[config.mk]
export PLATFORM = sky130hd
export DESIGN_NAME = decode_stage
export DESIGN_NICKNAME = d
export VERILOG_FILES = /design/src/rtl/decode_stage.sv
export SDC_FILE = /design/constraint.sdc
export NUM_CORES = 1
export LEC_CHECK = 0
export BUFFER_PORTS_ARGS = -buffer_cell sky130_fd_sc_hd__buf_2
export CAP_MARGIN = 40
export CORE_MARGIN = 8
export CORE_UTILIZATION = 54
export CTS_BUF_LIST = sky130_fd_sc_hd__clkbuf_8
export DETAILED_ROUTE_END_ITERATION = 7
export PLACE_DENSITY_LB_ADDON = 0.05
export SLEW_MARGIN = 20
export SYNTH_ARGS = -nofsm -noshare
export SYNTH_HDL_FRONTEND = slang
export SYNTH_SLANG_ARGS = --single-unit
[constraint.sdc]
create_clock -name clk -period 4.4 [get_ports clk]
set_input_delay 0.88 -clock clk [delete_from_list [all_inputs] [get_ports clk]]
set_output_delay 0.88 -clock clk [all_outputs]
set_load 0.01 [all_outputs]
[src/rtl/decode_stage.sv]
// decode_stage: single-cycle registered RISC-V RV32I/RV32E instruction decoder with valid/ready handshake.
// Rev 1.0
`default_nettype none

module decode_stage #(
  parameter int XLEN   = 32,
  parameter int REG_AW = 5,
  parameter int CNT_W  = 16
) (
  input  logic              clk,
  input  logic              rst_n,
  input  logic              in_valid,
  output logic              in_ready,
  input  logic [31:0]       inst,
  input  logic [XLEN-1:0]   pc_in,
  input  logic              flush,
  output logic              out_valid,
  input  logic              out_ready,
  output logic [6:0]        opcode,
  output logic [REG_AW-1:0] rd,
  output logic [REG_AW-1:0] rs1,
  output logic [REG_AW-1:0] rs2,
  output logic [3:0]        alu_func,
  output logic [XLEN-1:0]   imm,
  output logic [2:0]        fmt,
  output logic [XLEN-1:0]   pc_out,
  output logic              illegal,
  output logic [CNT_W-1:0]  dec_cnt
);

  localparam logic [6:0] OPC_OP     = 7'b0110011;
  localparam logic [6:0] OPC_OPIMM  = 7'b0010011;
  localparam logic [6:0] OPC_LOAD   = 7'b0000011;
  localparam logic [6:0] OPC_JALR   = 7'b1100111;
  localparam logic [6:0] OPC_STORE  = 7'b0100011;
  localparam logic [6:0] OPC_BRANCH = 7'b1100011;
  localparam logic [6:0] OPC_LUI    = 7'b0110111;
  localparam logic [6:0] OPC_AUIPC  = 7'b0010111;
  localparam logic [6:0] OPC_JAL    = 7'b1101111;

  localparam logic [2:0] FMT_R = 3'd0, FMT_I = 3'd1, FMT_S = 3'd2, FMT_B = 3'd3;
  localparam logic [2:0] FMT_U = 3'd4, FMT_J = 3'd5, FMT_NONE = 3'd7;

  logic [6:0]  opc, f7;
  logic [2:0]  f3;
  logic        dec_ok, use_rd, use_rs1, use_rs2, rv32e_bad, legal;
  logic [2:0]  raw_fmt;
  logic [3:0]  raw_alu;
  logic [31:0] imm32;

  logic [6:0]        opcode_d, opcode_q;
  logic [REG_AW-1:0] rd_d, rd_q, rs1_d, rs1_q, rs2_d, rs2_q;
  logic [3:0]        alu_func_d, alu_func_q;
  logic [XLEN-1:0]   imm_d, imm_q, pc_out_d, pc_out_q;
  logic [2:0]        fmt_d, fmt_q;
  logic              illegal_d, illegal_q, out_valid_d, out_valid_q;
  logic [CNT_W-1:0]  dec_cnt_d, dec_cnt_q;
  logic [6:0]        dec_opcode;
  logic [REG_AW-1:0] dec_rd, dec_rs1, dec_rs2;
  logic [3:0]        dec_alu;
  logic [XLEN-1:0]   dec_imm;
  logic [2:0]        dec_fmt;
  logic              accept;

  assign opc = inst[6:0];
  assign f3  = inst[14:12];
  assign f7  = inst[31:25];

  always_comb begin
    dec_ok  = 1'b0;
    raw_fmt = FMT_NONE;
    raw_alu = 4'd0;
    imm32   = 32'd0;
    use_rd  = 1'b0;
    use_rs1 = 1'b0;
    use_rs2 = 1'b0;
    if (inst[1:0] == 2'b11) begin
      case (opc)
        OPC_OP: begin
          dec_ok  = (f7 == 7'h00) || (f7 == 7'h20 && (f3 == 3'b000 || f3 == 3'b101));
          raw_fmt = FMT_R;
          raw_alu = {inst[30], f3};
          {use_rd, use_rs1, use_rs2} = 3'b111;
        end
        OPC_OPIMM, OPC_LOAD, OPC_JALR: begin
          if (opc == OPC_OPIMM)
            dec_ok = (f3 == 3'b001) ? (f7 == 7'h00) :
                     (f3 == 3'b101) ? (f7 == 7'h00 || f7 == 7'h20) : 1'b1;
          else if (opc == OPC_LOAD)
            dec_ok = !(f3 == 3'b011 || f3 == 3'b110 || f3 == 3'b111);
          else
            dec_ok = (f3 == 3'b000);
          raw_fmt = FMT_I;
          // Only the OP-IMM right shifts carry an arithmetic/logical select in bit 30.
          raw_alu = {(opc == OPC_OPIMM) && (f3 == 3'b101) && inst[30], f3};
          imm32   = {{20{inst[31]}}, inst[31:20]};
          {use_rd, use_rs1} = 2'b11;
        end
        OPC_STORE: begin
          dec_ok  = (f3 <= 3'b010);
          raw_fmt = FMT_S;
          raw_alu = {1'b0, f3};
          imm32   = {{20{inst[31]}}, inst[31:25], inst[11:7]};
          {use_rs1, use_rs2} = 2'b11;
        end
        OPC_BRANCH: begin
          dec_ok  = !(f3 == 3'b010 || f3 == 3'b011);
          raw_fmt = FMT_B;
          raw_alu = {1'b0, f3};
          imm32   = {{19{inst[31]}}, inst[31], inst[7], inst[30:25], inst[11:8], 1'b0};
          {use_rs1, use_rs2} = 2'b11;
        end
        OPC_LUI, OPC_AUIPC: begin
          dec_ok  = 1'b1;
          raw_fmt = FMT_U;
          imm32   = {inst[31:12], 12'd0};
          use_rd  = 1'b1;
        end
        OPC_JAL: begin
          dec_ok  = 1'b1;
          raw_fmt = FMT_J;
          imm32   = {{11{inst[31]}}, inst[31], inst[19:12], inst[20], inst[30:21], 1'b0};
          use_rd  = 1'b1;
        end
        default: dec_ok = 1'b0;
      endcase
    end
  end

  // RV32E only has x0..x15, so a used register field with bit 4 set is illegal.
  assign rv32e_bad = (REG_AW == 4) &&
                     ((use_rd && inst[11]) || (use_rs1 && inst[19]) || (use_rs2 && inst[24]));
  assign legal     = dec_ok && !rv32e_bad;

  assign dec_opcode = legal ? opc : 7'd0;
  assign dec_rd     = (legal && use_rd)  ? inst[7 +: REG_AW]  : '0;
  assign dec_rs1    = (legal && use_rs1) ? inst[15 +: REG_AW] : '0;
  assign dec_rs2    = (legal && use_rs2) ? inst[20 +: REG_AW] : '0;
  assign dec_alu    = legal ? raw_alu : 4'd0;
  assign dec_imm    = legal ? XLEN'($signed(imm32)) : '0;
  assign dec_fmt    = legal ? raw_fmt : FMT_NONE;

  assign in_ready = !out_valid_q || out_ready;
  assign accept   = in_valid && in_ready && !flush;

  always_comb begin
    out_valid_d = out_valid_q;
    dec_cnt_d   = dec_cnt_q;
    opcode_d    = opcode_q;
    rd_d        = rd_q;
    rs1_d       = rs1_q;
    rs2_d       = rs2_q;
    alu_func_d  = alu_func_q;
    imm_d       = imm_q;
    fmt_d       = fmt_q;
    illegal_d   = illegal_q;
    pc_out_d    = pc_out_q;
    if (accept) begin
      out_valid_d = 1'b1;
      dec_cnt_d   = dec_cnt_q + CNT_W'(1);
      opcode_d    = dec_opcode;
      rd_d        = dec_rd;
      rs1_d       = dec_rs1;
      rs2_d       = dec_rs2;
      alu_func_d  = dec_alu;
      imm_d       = dec_imm;
      fmt_d       = dec_fmt;
      illegal_d   = !legal;
      pc_out_d    = pc_in;
    end else if (flush || out_ready) begin
      out_valid_d = 1'b0;
    end
  end

  always_ff @(posedge clk) begin
    if (!rst_n) begin
      out_valid_q <= 1'b0;
      dec_cnt_q   <= '0;
      opcode_q    <= 7'd0;
      rd_q        <= '0;
      rs1_q       <= '0;
      rs2_q       <= '0;
      alu_func_q  <= 4'd0;
      imm_q       <= '0;
      fmt_q       <= FMT_NONE;
      illegal_q   <= 1'b0;
      pc_out_q    <= '0;
    end else begin
      out_valid_q <= out_valid_d;
      dec_cnt_q   <= dec_cnt_d;
      opcode_q    <= opcode_d;
      rd_q        <= rd_d;
      rs1_q       <= rs1_d;
      rs2_q       <= rs2_d;
      alu_func_q  <= alu_func_d;
      imm_q       <= imm_d;
      fmt_q       <= fmt_d;
      illegal_q   <= illegal_d;
      pc_out_q    <= pc_out_d;
    end
  end

  assign out_valid = out_valid_q;
  assign dec_cnt   = dec_cnt_q;
  assign opcode    = opcode_q;
  assign rd        = rd_q;
  assign rs1       = rs1_q;
  assign rs2       = rs2_q;
  assign alu_func  = alu_func_q;
  assign imm       = imm_q;
  assign fmt       = fmt_q;
  assign illegal   = illegal_q;
  assign pc_out    = pc_out_q;

endmodule

`default_nettype wire

==> After elaboration in Yosys (flattened, before gate mapping) <==
Cells that the tools add are included.
{ "totals": {"register_bits": 111, "latch_bits": 0, "ram_bits": 0, "romBits": 0, "input_bits": 69, "output_inout_bits": 112, "word_cells": 88, "n_memories": 0} }
{ "op_classes": {"n_addsub": 1, "n_mul": 0, "div": 0, "n_lt_le_gt_ge": 1, "eq_ne": 17, "n_shift": 0, "muxes": 27, "n_bitwise": 0, "n_reduce_logical": 31} }
{ "op_table": {"columns": ["operator", "count"], "rows": [
  ["$pmux W32 S5", 1],
  ["$mux W32", 2],
  ["$eq A7 B6 Y1 const B", 4],
  ["$eq A7 B7 Y1 const B", 3],
  ["$pmux W3 S6", 1],
  ["$add A16 B1 Y16 const B", 1],
  ["$mux W5", 3],
  ["$eq A7 B5 Y1 const B", 2],
  ["$mux W1", 13],
  ["$pmux W4 S3", 1],
  ["$eq A3 B3 Y1 const B", 3],
  ["$reduce_or A3 Y1", 3],
  ["$logic_and A1 B1 Y1", 8],
  ["$logic_or A1 B1 Y1", 8],
  ["$mux W4", 2],
  ["$eq A7 B2 Y1 const B", 1],
  ["$logic_not A7 Y1", 1],
  ["$mux W7", 1],
  ["$reduce_or A7 Y1", 1],
  ["$eq A3 B2 Y1 const B", 2],
  ["$mux W3", 2],
  ["$reduce_or A6 Y1", 1],
  ["$logic_not A1 Y1", 5],
  ["$pmux W1 S5", 1],
  ["6 further kinds", 7]
]} }

==> Logic depth before layout (Yosys ltp) <==
Gate-level depths: netlist of the first run.
{ "depth": {"ltp_word": 10, "ltp_mapped": 8, "ltp_nobuf": 6} }

==> Least setup slack after synthesis of the first run <==
Ideal clock, no wire load.
{ "synth_timing": {"path_type": "input to register", "from": "input port inst[6]", "to": "register opcode_q[2] (netlist: opcode[2])", "setup_time_ns": 0.117, "arrival_ns": 2.834, "required_time_ns": 4.283, "setup_slack_ns": 1.448, "path_stages": 8, "path_cell_list": "buf_2 -> or4_4 -> nor3_2 -> a221oi_2 -> or4_1 -> buf_2 -> buf_6 -> a32o_1"} }
{ "synth_via": {"elab_chain_cells": 6, "elab_cells_between_ends": 16, "classes_between": "eq/ne: 9; mux: 5; reduce/logical: 2"} }
{ "synth_lines": {"columns": ["item", "line_no", "text"], "rows": [
  ["from (decl)", "14", "input logic [31:0] inst,"],
  ["$eq A7 B2 Y1", "78, 89", null],
  ["$mux W1", "89", "else if (opc == OPC_LOAD)"],
  ["$mux W1", "86", "if (opc == OPC_OPIMM)"],
  ["$pmux W1 S5 (*)", "78", "case (opc)"],
  ["$mux W1 (*)", "77", "if (inst[1:0] == 2'b11) begin"],
  ["$mux W7 (*)", "135", "assign dec_opcode = legal ? opc : 7'd0;"],
  ["to (signal assigned)", "191", "opcode_q <= opcode_d;"],
  ["to (decl)", "51", "logic [6:0] opcode_d, opcode_q;"]
]} }
Mark *: on every way between the ends. The rest lies on a longest branch, timed or not.
A chain may end at the register's enable or synchronous reset.

==> Final worst setup path of the first run <==
{ "layout_timing": {"from": "input port inst[3]", "to": "register opcode_q[3] (netlist: opcode[3])"} }
{ "layout_via": {"elab_chain_cells": 6, "elab_cells_between_ends": 16, "classes_between": "eq/ne: 9; mux: 5; reduce/logical: 2"} }
{ "layout_lines": {"columns": ["item", "line_no"], "rows": [
  ["$eq A7 B2 Y1", "78, 89"],
  ["$mux W1", "89"],
  ["$mux W1", "86"],
  ["$pmux W1 S5", "78"],
  ["$mux W1", "77"],
  ["$mux W7 (*)", "135"]
]} }
Marked as above.

==> results of run 1 <==
[worst max-delay path: stages]
cell     delay (ns)
buf_2          0.15
or2_2          0.31
or2_2          0.32
nor4b_1        0.71
or4_1          0.55
a32o_1         0.25
[placed cells by master (no fill, tap or decap), types with 3 or more instances in the layout]
cell type    n
xor2_1       9
or4_1        3
nand2b_1     6
nand2_1    130
a21boi_0    34
nor2_1       8
nor4_1       9
nand3_1     21
buf_4        5
nand3b_1     4
nand4_1      3
inv_1        6
or2_2        3
or3_1        3
a32o_1      12
clkbuf_8    10
and3_1       5
a22oi_1      5
and2_1      19
xnor2_1      6
a21oi_1     25
buf_2      181
dfxtp_1    111
o21ai_0     43
o31ai_1      9
[cell families (layout without fill, tap and decap cells)]
| kind of cell | after synthesis | after routing |
|---|---|---|
| buf+inv | 44 | 209 |
| mux | 1 | 1 |
| compound gates | 141 | 141 |
| fa+ha+maj | 1 | 1 |
| flops | 111 | 111 |
| xor+xnor | 15 | 15 |
| simple gates | 227 | 227 |
[synth_stat cells (all sizes together) (5+ instances only)]
cell type  instances  area (sq um)
nand2b             6         37.54
buf                7         46.29
o21ai             44         220.2
xor2               9         78.83
o31ai              9         67.56
inv                6         22.52
nor2               8         30.03
xnor2              6         52.55
a32o              12         120.1
a21oi             25         125.1
and3               5         31.28
dfxtp            111          2222
and2              20         125.1
nor4              10         68.81
nand2            130         488.0
a22oi              5         37.54
clkbuf            30         112.6
a21boi            34         255.2
nand3             21         105.1
[state kept, by name, summed over array words and instances (netlist names), 4 cells and up]
register and cells:
rs1 5, dec_cnt 16, rd 5, alu_func 4
imm 32, opcode 7, rs2 5, pc_out 32
[layout make-up]
type / instances / area [sq um] / area share (%)
multi-input cells: 385 / 2183 / 37.98
inverters: 7 / 26.28 / 0.4570
clock buffers: 10 / 137.6 / 2.394
well taps: 105 / 131.4 / 2.285
flip-flops and latches: 111 / 2222 / 38.65
repair buffers: 189 / 979.7 / 17.04
clock inverters: 3 / 68.82 / 1.197
[worst paths after layout]
path,depth (start not counted),to,slack (ns),start
worst min-delay path,2,rd[1],0.46,rd[1]
worst max register to register,4,imm[16],2.20,out_valid
worst max-delay path,6,opcode[3],1.52,inst[3]
worst min register to register,2,rd[1],0.46,rd[1]
[layer usage]
layer,track usage (%),wire (um)
met2,38.10,6589
met4,8.722,355
met5,0,0
met1,27.44,5444
met3,5.294,1042
[report_power, final]
| group | internal (mW) | switching (mW) |
|---|---|---|
| registers | 1.02 | 0.00901 |
| clock network | 0.330 | 0.324 |
| logic | 0.0647 | 0.102 |
| total | 1.42 | 0.434 |
==> run summary, run 1 <==
Outcome = completed
Final setup fails = 0
Post-layout nets = 773
Clock root buffer master = clkbuf_8
Area Overhead vs Synth = 25.86%
Post-layout util = 69.97%
Post-CTS setup buffers = 0
CP Data Required Time = 4.70 ns
Slew HR = 46.34%
Final hold slack = 0.4573 ns
Synth Flop Type = dfxtp_1
Synthesized net count = 610
Reg clk slew, reported paths = 0.09 ns
Unrepaired setup endpoints after global routing = false
Remaining DRCs = 0
Site row count = 33
Worst min path class = reg2reg
Static leakage = 2.562 nW
Ys async rst share = 0%
Final ANT Viol Nets = 0
Yosys warns = 0
Initial Util = 55.60%
Largest net degree at the start of global routing = 57
Final Cycle Share = 65.44%
Overall power = 1.850 mW
Maxcap violations = 0
CTS sink count = 111
Gr ovfl total = 0
First-pass GRT wire length = 21690 um
I/O pin count = 181
Die Span Y = 108.0 um
Pre-CTS setup slack = 1.126 ns
CTS tree = done
Fillers = 702
Worst-margin pin slew = 0.7937 ns
First DRT Iteration DRCs = 238
Critical path capture point type = flop
# H-tree levels = 3
Die area = 0.01166 sq mm
Post-synthesis average cell area = 8.460 sq um
Fmax = 0.3473 GHz
Largest family of logic cells by synthesized area = simple AND/OR/NAND/NOR gates
DRT Wirelength = 13430 um
Final Max Tran Viols = 0
Total GRT Usage = 22.66%
Vias in the first global route = 4347
Post-synthesis simple-gate area fraction = 23.58%
Initial antenna violation count = 0
Core Footprint = 0.008217 sq mm
Final HPWL DP = 10140 um
Synth Area in Adders = 0.2739%
Area of placed instances = 0.005538 sq mm
Port bufs = 180
Avg Vias per Cell = 5.558
Slack of the critical path = 1.521 ns
Final instance area = 0.005749 sq mm
Tmin final = 2.879 ns
Ratio of cells with drive above 1 in the final layout = 30.07%
Cell count after synthesis = 540
Setup TNS = 0 ns
Antenna diode count = 0
GPL Wtd Cong = 0.8859
# placed instances = 796
Number of synthesized register bits = 111
Post-synthesis cell type count = 48
Mux contribution to synthesized area = 0.2191%
TritonCTS Buffers = 9
Seq/Total Area, Yosys = 48.64%
Setup Skew = 0.006445 ns
EDFF count, synth = 0
Crit path DAT = 3.18 ns
Setup Crit Path Kind = in2reg
Critical Path Fanout Max = 15
Post-synthesis compound-gate area fraction = 20.35%
Xor and xnor area share after synthesis = 2.876%
VDD IR max = 0.0001994 V
Clock buffer depth = 2
Chip width = 108.0 um
First-pass detailed-route iteration total = 4
Via count = 4502
Average wire per standard cell = 16.58 um
Hold bufs inserted after CTS = 0
Synth Cell Area = 0.004568 sq mm
Fin cells = 810
Pwr Density = 321.8 mW/mm^2
Clock Latency Late Sink = 0.36 ns
Post-cts resize count = 0
Final hold violations = 0
Critical Path Source Type = primary input
Power figures use the tool's default switching activity.
==> run 2: changes to the inputs <==
ABC_AREA = 1   (was default)
CORE_UTILIZATION = 46   (was 54)
clock period = 2.5 ns   (was 4.4 ns; I/O delays follow)
==> run summary, run 2 <==
Cell taking the most area after synthesis = dfxtp_1
I/O pin count = 181 (unchanged)
Antenna diode count = 0 (unchanged)
Synth top area share = 45.90% (-2.7 points)
Hold bufs inserted after CTS = 0 (unchanged)
DRT Wirelength = 14650 um (+9.1%)
Clock buffer depth = 2 (unchanged)
Largest net degree at the start of global routing = 52 (-8.8%)
Number of synthesized register bits = 111 (unchanged)
Clock Latency Late Sink = 0.37 ns (about the same)
Setup TNS = 0 ns (unchanged)
Pwr Density = 534.5 mW/mm^2 (+66%)
Final HPWL DP = 11070 um (+9.2%)
Final hold violations = 0 (unchanged)
Critical Path Source Type = primary input
Top cells by area in the synthesized netlist = dfxtp_1, nor2_1, nand2_1
EDFF count, synth = 0 (unchanged)
Final Cycle Share = 76.75%
Synthesized net count = 758 (+24%)
Maxcap violations = 0 (unchanged)
Post-synthesis cell type count = 34 (-29%)
CTS sink count = 111 (unchanged)
Static leakage = 2.744 nW (+7.1%)
Avg Vias per Cell = 5.041 (-9.3%)
Site row count = 37 (+12%)
Final ANT Viol Nets = 0 (unchanged)
Core Footprint = 0.01028 sq mm (+25%)
Synth Flop Type = dfxtp_1
Post-synthesis average cell area = 7.036 sq um (-17%)
Total GRT Usage = 20.83% (-1.8 points)
Port bufs = 180 (unchanged)
Commonest non-fill, non-tap cell in the layout = buf_2
Crit path DAT = 2.16 ns (-1.02 ns)
R2R Setup Slk = 0.73 ns (-1.47 ns)
Fmax = 0.5212 GHz
Critical path capture point type = flop
# placed instances = 977 (+23%)
Initial antenna violation count = 0 (unchanged)
Critical Path Fanout Max = 51 (+36)
VDD IR max = 0.0002887 V (+45%)
Area Overhead vs Synth = 23.65%
First-pass GRT wire length = 24380 um (+12%)
Synth Cell Area = 0.004841 sq mm (+6.0%)
Setup Crit Path Kind = in2reg
Average wire per standard cell = 14.77 um (-11%)
Most frequent cells after synthesis = nor2_1, nand2_1, dfxtp_1, nand3_1, o21ai_0
Ratio of cells with drive above 1 in the final layout = 26.17% (-3.9 points)
Clock root buffer master = clkbuf_8
Worst min path class = in2reg
Worst-margin pin slew = 0.5043 ns (-0.2894 ns)
Outcome = completed
Reg clk slew, reported paths = 0.11 ns (+0.02 ns)
GPL Wtd Cong = 0.9230 (+4.2%)
Final Max Tran Viols = 0 (unchanged)
Unrepaired setup endpoints after global routing = false
Final setup fails = 0 (unchanged)
Post-cts resize count = 0 (unchanged)
Via count = 5001 (+11%)
Cell count after synthesis = 688 (+27%)
Vias in the first global route = 4999 (+15%)
Overall power = 3.199 mW (+73%)
Die Span Y = 118.6 um (+9.8%)
First-pass detailed-route iteration total = 4 (unchanged)
Gr ovfl total = 0 (unchanged)
Fin cells = 992 (+22%)
Seq/Total Area, Yosys = 45.90% (-2.7 points)
Die area = 0.01406 sq mm (+21%)
Yosys warns = 0 (unchanged)
Slew HR = 66.30% (+20 points)
Tmin final = 1.919 ns
Post-layout nets = 922 (+19%)
Ys async rst share = 0% (unchanged)
Top-count cell post-synth = nor2_1
Initial Util = 47.10% (-8.5 points)
Setup Skew = 0.009553 ns (+0.003108 ns)
Chip width = 118.6 um (+9.8%)
CP Data Required Time = 2.75 ns (-1.95 ns)
First DRT Iteration DRCs = 281 (+18%)
Post-CTS setup buffers = 0 (unchanged)
# H-tree levels = 3 (unchanged)
Remaining DRCs = 0 (unchanged)
Most frequent cells in the layout = buf_2, nor2_1, nand2_1
TritonCTS Buffers = 9 (unchanged)
CTS tree = done
run 2: changes by cell type after synthesis, moves of 14 or more:
cell,delta
nor2_1,+125
a21oi_1,+42
inv_1,+39
o21ai_0,+25
a21boi_0,-34
nand3_1,+47
and2_1,-19
nand2_1,-14
run 2: cell families (layout without fill, tap and decap cells):
family,count (synthesis),after routing,share of synthesized area (%)
buffers and inverters,89,257,8.012
adders and majority gates,1,1,0.2584
DFF,111,111,45.90
xor gates and xnor gates,5,5,0.9048
AOI/OAI and AO/OA,142,142,15.15
and+or+nand+nor,340,340,29.78
run 2: stage by stage:
stage	setup WS (ns)	cell area (sq um)	hold WS [ns]	util, %
finish	0.5813	5986	0.2967	58.24
floorplan	0.8198	4841	0.4900	-
global placement	0.2881	5816	0.4513	56.59
detailed placement	0.2042	5816	0.4565	56.59
CTS	0.6105	5986	0.2758	58.24
global route	0.3383	5986	0.2888	58.24
run 2: metal layers:
| metal | up-vias | routed length (um) | track usage, % |
|---|---|---|---|
| li1 | 2553 | - | - |
| met1 | 2270 | 6117 | 23.70 |
| met2 | 146 | 6892 | 34.55 |
| met3 | 32 | 1243 | 7.663 |
| met4 | 0 | 399 | 8.854 |
| met5 | - | 0 | 0 |
run 2: critical path, stage by stage:
cell and delay (ns):
buf_2 0.09, inv_1 0.09, nand2_2 0.12, nor2_2 0.05
nand2_1 0.12, nand2_1 0.10, inv_2 0.19, nand3_1 0.12
nor2_2 0.18, nand2_4 0.31, nand3_1 0.20, a21oi_1 0.08
run 2: area by class of cell:
type | instances | area (sq um)
clock buffers | 10 | 137.6
clock inverters | 5 | 32.53
fillers | 1067 | 4292
inverters | 51 | 191.4
multi-input cells | 488 | 2236
flip-flops and latches | 111 | 2222
well taps | 136 | 170.2
repair buffers | 191 | 996.0
run 2: report_power, final:
group          switching, mW  internal (mW)  total, mW
sequential            0.0249           1.82       1.84
clock                  0.600          0.386      0.986
combinational          0.239          0.135      0.373
run 2: path summary, 6_finish.rpt:
| check | endpoint | depth (start not counted) | from |
|---|---|---|---|
| worst max-delay path | imm[31] | 12 | inst[4] |
| worst min-delay path | out_valid | 2 | flush |
| worst max register to register | pc_out[26] | 6 | out_valid |
| worst min register to register | rs2[2] | 2 | rs2[2] |
==> run 3: changes to the inputs <==
clock period = 1.7 ns   (was 2.5 ns; I/O delays follow)
==> run summary, run 3 (same netlist as run 2, synthesis figures left out) <==
Maxcap violations = 0 (unchanged)
Most frequent cells in the layout = buf_2, nor2_1, nand2_1
Tmin final = 1.569 ns
Vias in the first global route = 5106 (+2.1%)
CP Data Required Time = 1.96 ns (-0.79 ns)
Critical Path Max Stage Delay = 0.32 ns (about the same)
First DRT Iteration DRCs = 327 (+16%)
Initial antenna violation count = 0 (unchanged)
Worst-margin pin slew = 0.4368 ns (-0.06749 ns)
Outcome = completed
Ratio of cells with drive above 1 in the final layout = 29.97% (+3.8 points)
# H-tree levels = 3 (unchanged)
Chip width = 118.6 um (unchanged)
Unrepaired setup endpoints after global routing = true
Port bufs = 180 (unchanged)
Comb power frac = 12.7% (+1.0 points)
CTS sink count = 111 (unchanged)
Die area = 0.01406 sq mm (unchanged)
Crit path DAT = 1.83 ns (-0.33 ns)
Final setup fails = 0 (unchanged)
TritonCTS Buffers = 9 (unchanged)
R2R cell count = 8 (+2)
Sequential power share = 55.7% (-1.8 points)
Core Footprint = 0.01028 sq mm (unchanged)
Clock Latency Late Sink = 0.37 ns (about the same)
Sw Pwr = 1.305 mW (+51%)
Final instance area = 0.006431 sq mm (+7.4%)
Static leakage = 2.994 nW (+9.1%)
Area Overhead vs Synth = 32.85%
Crit-path slowest cell = dfxtp_1
Register area = 0.002222 sq mm (unchanged)
Area of the multi-input gates = 0.002238 sq mm (+0.11%)
Fin cells = 1037 (+4.5%)
GPL Wtd Cong = 0.9185 (-0.49%)
Final Max Tran Viols = 0 (unchanged)
Avg Vias per Cell = 4.987 (-1.1%)
Slack of the critical path = 0.1313 ns (-0.4501 ns)
Gr ovfl total = 0 (unchanged)
Setup Skew = 0.01285 ns (+0.003299 ns)
Total GRT Usage = 20.61% (-0.23 points)
Most frequent cell on the critical path = nor2_1
Largest net degree at the start of global routing = 61 (+17%)
CP top delay family = simple AND/OR/NAND/NOR gates
Final HPWL DP = 11480 um (+3.7%)
Commonest non-fill, non-tap cell in the layout = buf_2
CTS tree = done
Critical path capture point type = flop
Clock root buffer master = clkbuf_8
Die Span Y = 118.6 um (unchanged)
VDD IR max = 0.0004686 V (+62%)
Final ANT Viol Nets = 0 (unchanged)
Via count = 5172 (+3.4%)
Antenna diode count = 0 (unchanged)
Pwr Density = 755.1 mW/mm^2 (+41%)
Average wire per standard cell = 14.33 um (-2.9%)
Beginning of the worst hold path = flush
Post-CTS setup buffers = 0 (unchanged)
Proportion of power drawn by the clock network = 31.6% (+0.8 points)
Buf/Inv on CP = 0 (-3)
Post-layout util = 62.58% (+4.3 points)
Reg clk slew, reported paths = 0.11 ns (about the same)
Site row count = 37 (unchanged)
Final hold slack = 0.1415 ns (-0.1553 ns)
Remaining DRCs = 0 (unchanged)
Initial Util = 47.10% (unchanged)
# placed instances = 1021 (+4.5%)
Reg-to-reg startpoint = out_valid
Critical Path Fanout Max = 9 (-82%)
Sw frac = 26.87% (-0.12 points)
Final hold violations = 0 (unchanged)
Critical-path cell list = nand2_1 -> nand2_4 -> nor2_1 -> nand3_1 -> nor2_1 -> nand4_1 -> xor2_1 -> nor2_1
Post-layout nets = 966 (+4.8%)
R2R Path End = dec_cnt[13]
Fillers = 1024 (-4.0%)
Internal power = 3.551 mW (+52%)
First-pass GRT wire length = 24550 um (+0.68%)
Area of placed instances = 0.006233 sq mm (+7.2%)
Worst Hold End = out_valid
R2R Setup Slk = 0.13 ns (-0.60 ns)
Setup Crit Path Kind = reg2reg
Fmax = 0.6375 GHz
Worst min path class = in2reg
First-pass detailed-route iteration total = 5 (+1)
Critical Path Source Type = flop
I/O pin count = 181 (unchanged)
Slew HR = 70.85% (+4.5 points)
Worst Hold Depth = 2 (unchanged)
Clock buffer depth = 2 (unchanged)
DRT Wirelength = 14870 um (+1.5%)
Pre-CTS setup slack = -0.2868 ns (-0.4910 ns)
Final Cycle Share = 92.28%
-- run 3: cell types whose count changed in the layout (fill, tap and decap cells not counted), sizes merged --
cell      previous run  this run
clkinvlp             0         2
inv                 51        52
clkbuf              10        11
buf                191       235
clkinv               5         2
-- run 3: area by class of cell --
cell class / count / share of cell area, %
Clock buffer: 11 / 2.354
Clock inverter: 5 / 0.6226
Inverter: 51 / 2.977
Multi-Input combinational cell: 488 / 34.81
Sequential cell: 111 / 34.55
Tap cell: 136 / 2.646
Timing Repair Buffer: 235 / 22.04
-- run 3: worst max-delay path by stage --
stage	from	to	slack [ns]	cells past startpoint
after detailed placement	inst[1]	imm[10]	-0.29	12
after CTS	out_valid	imm[23]	0.07	6
after global routing	out_valid	dec_cnt[13]	-0.003	8
after global placement	inst[1]	imm[8]	-0.25	12
after floorplan	inst[4]	rd[4]	0.18	12
final	out_valid	dec_cnt[13]	0.13	8
-- run 3: repair_timing --
action                                 in CTS  in global routing
endpoints found under the hold margin       0                  0
setup endpoints to repair                   0                 28
gates resized for setup                     0                  2
hold buffers                                0                  0
-- run 3: per-layer routing --
layer | global-route usage [%] | wire, um | up-vias
met4 | 5.850 | 199 | 0
met2 | 35.68 | 7250 | 161
met5 | 0 | 0 | -
li1 | - | - | 2646
met1 | 23.70 | 6244 | 2347
met3 | 6.854 | 1171 | 18
-- run 3: per-stage QoR --
stage / total power, mW / TNS, ns
2_1_floorplan: 3.070 / 0
3_3_place_gp: 3.374 / -5.177
3_5_place_dp: 3.385 / -7.971
4_1_cts: 4.910 / 0
5_1_grt: 5.072 / -0.003189
6_report: 4.856 / 0
-- run 3: power groups by stage --
stage | clock network, mW | logic [mW] | registers, mW
after CTS | 1.58 | 0.620 | 2.71
final | 1.53 | 0.617 | 2.71
after global routing | 1.67 | 0.688 | 2.72
after floorplan | 0 | 0.272 | 2.80
after global placement | 0 | 0.610 | 2.76
after detailed placement | 0 | 0.619 | 2.77
-- run 3: worst register-to-register path, cell delays in order, from the launching register on --
cell	delay, ns
dfxtp_1	0.32
nand2_1	0.14
nand2_4	0.12
nor2_1	0.16
nand3_1	0.13
nor2_1	0.21
nand4_1	0.15
xor2_1	0.18
nor2_1	0.06
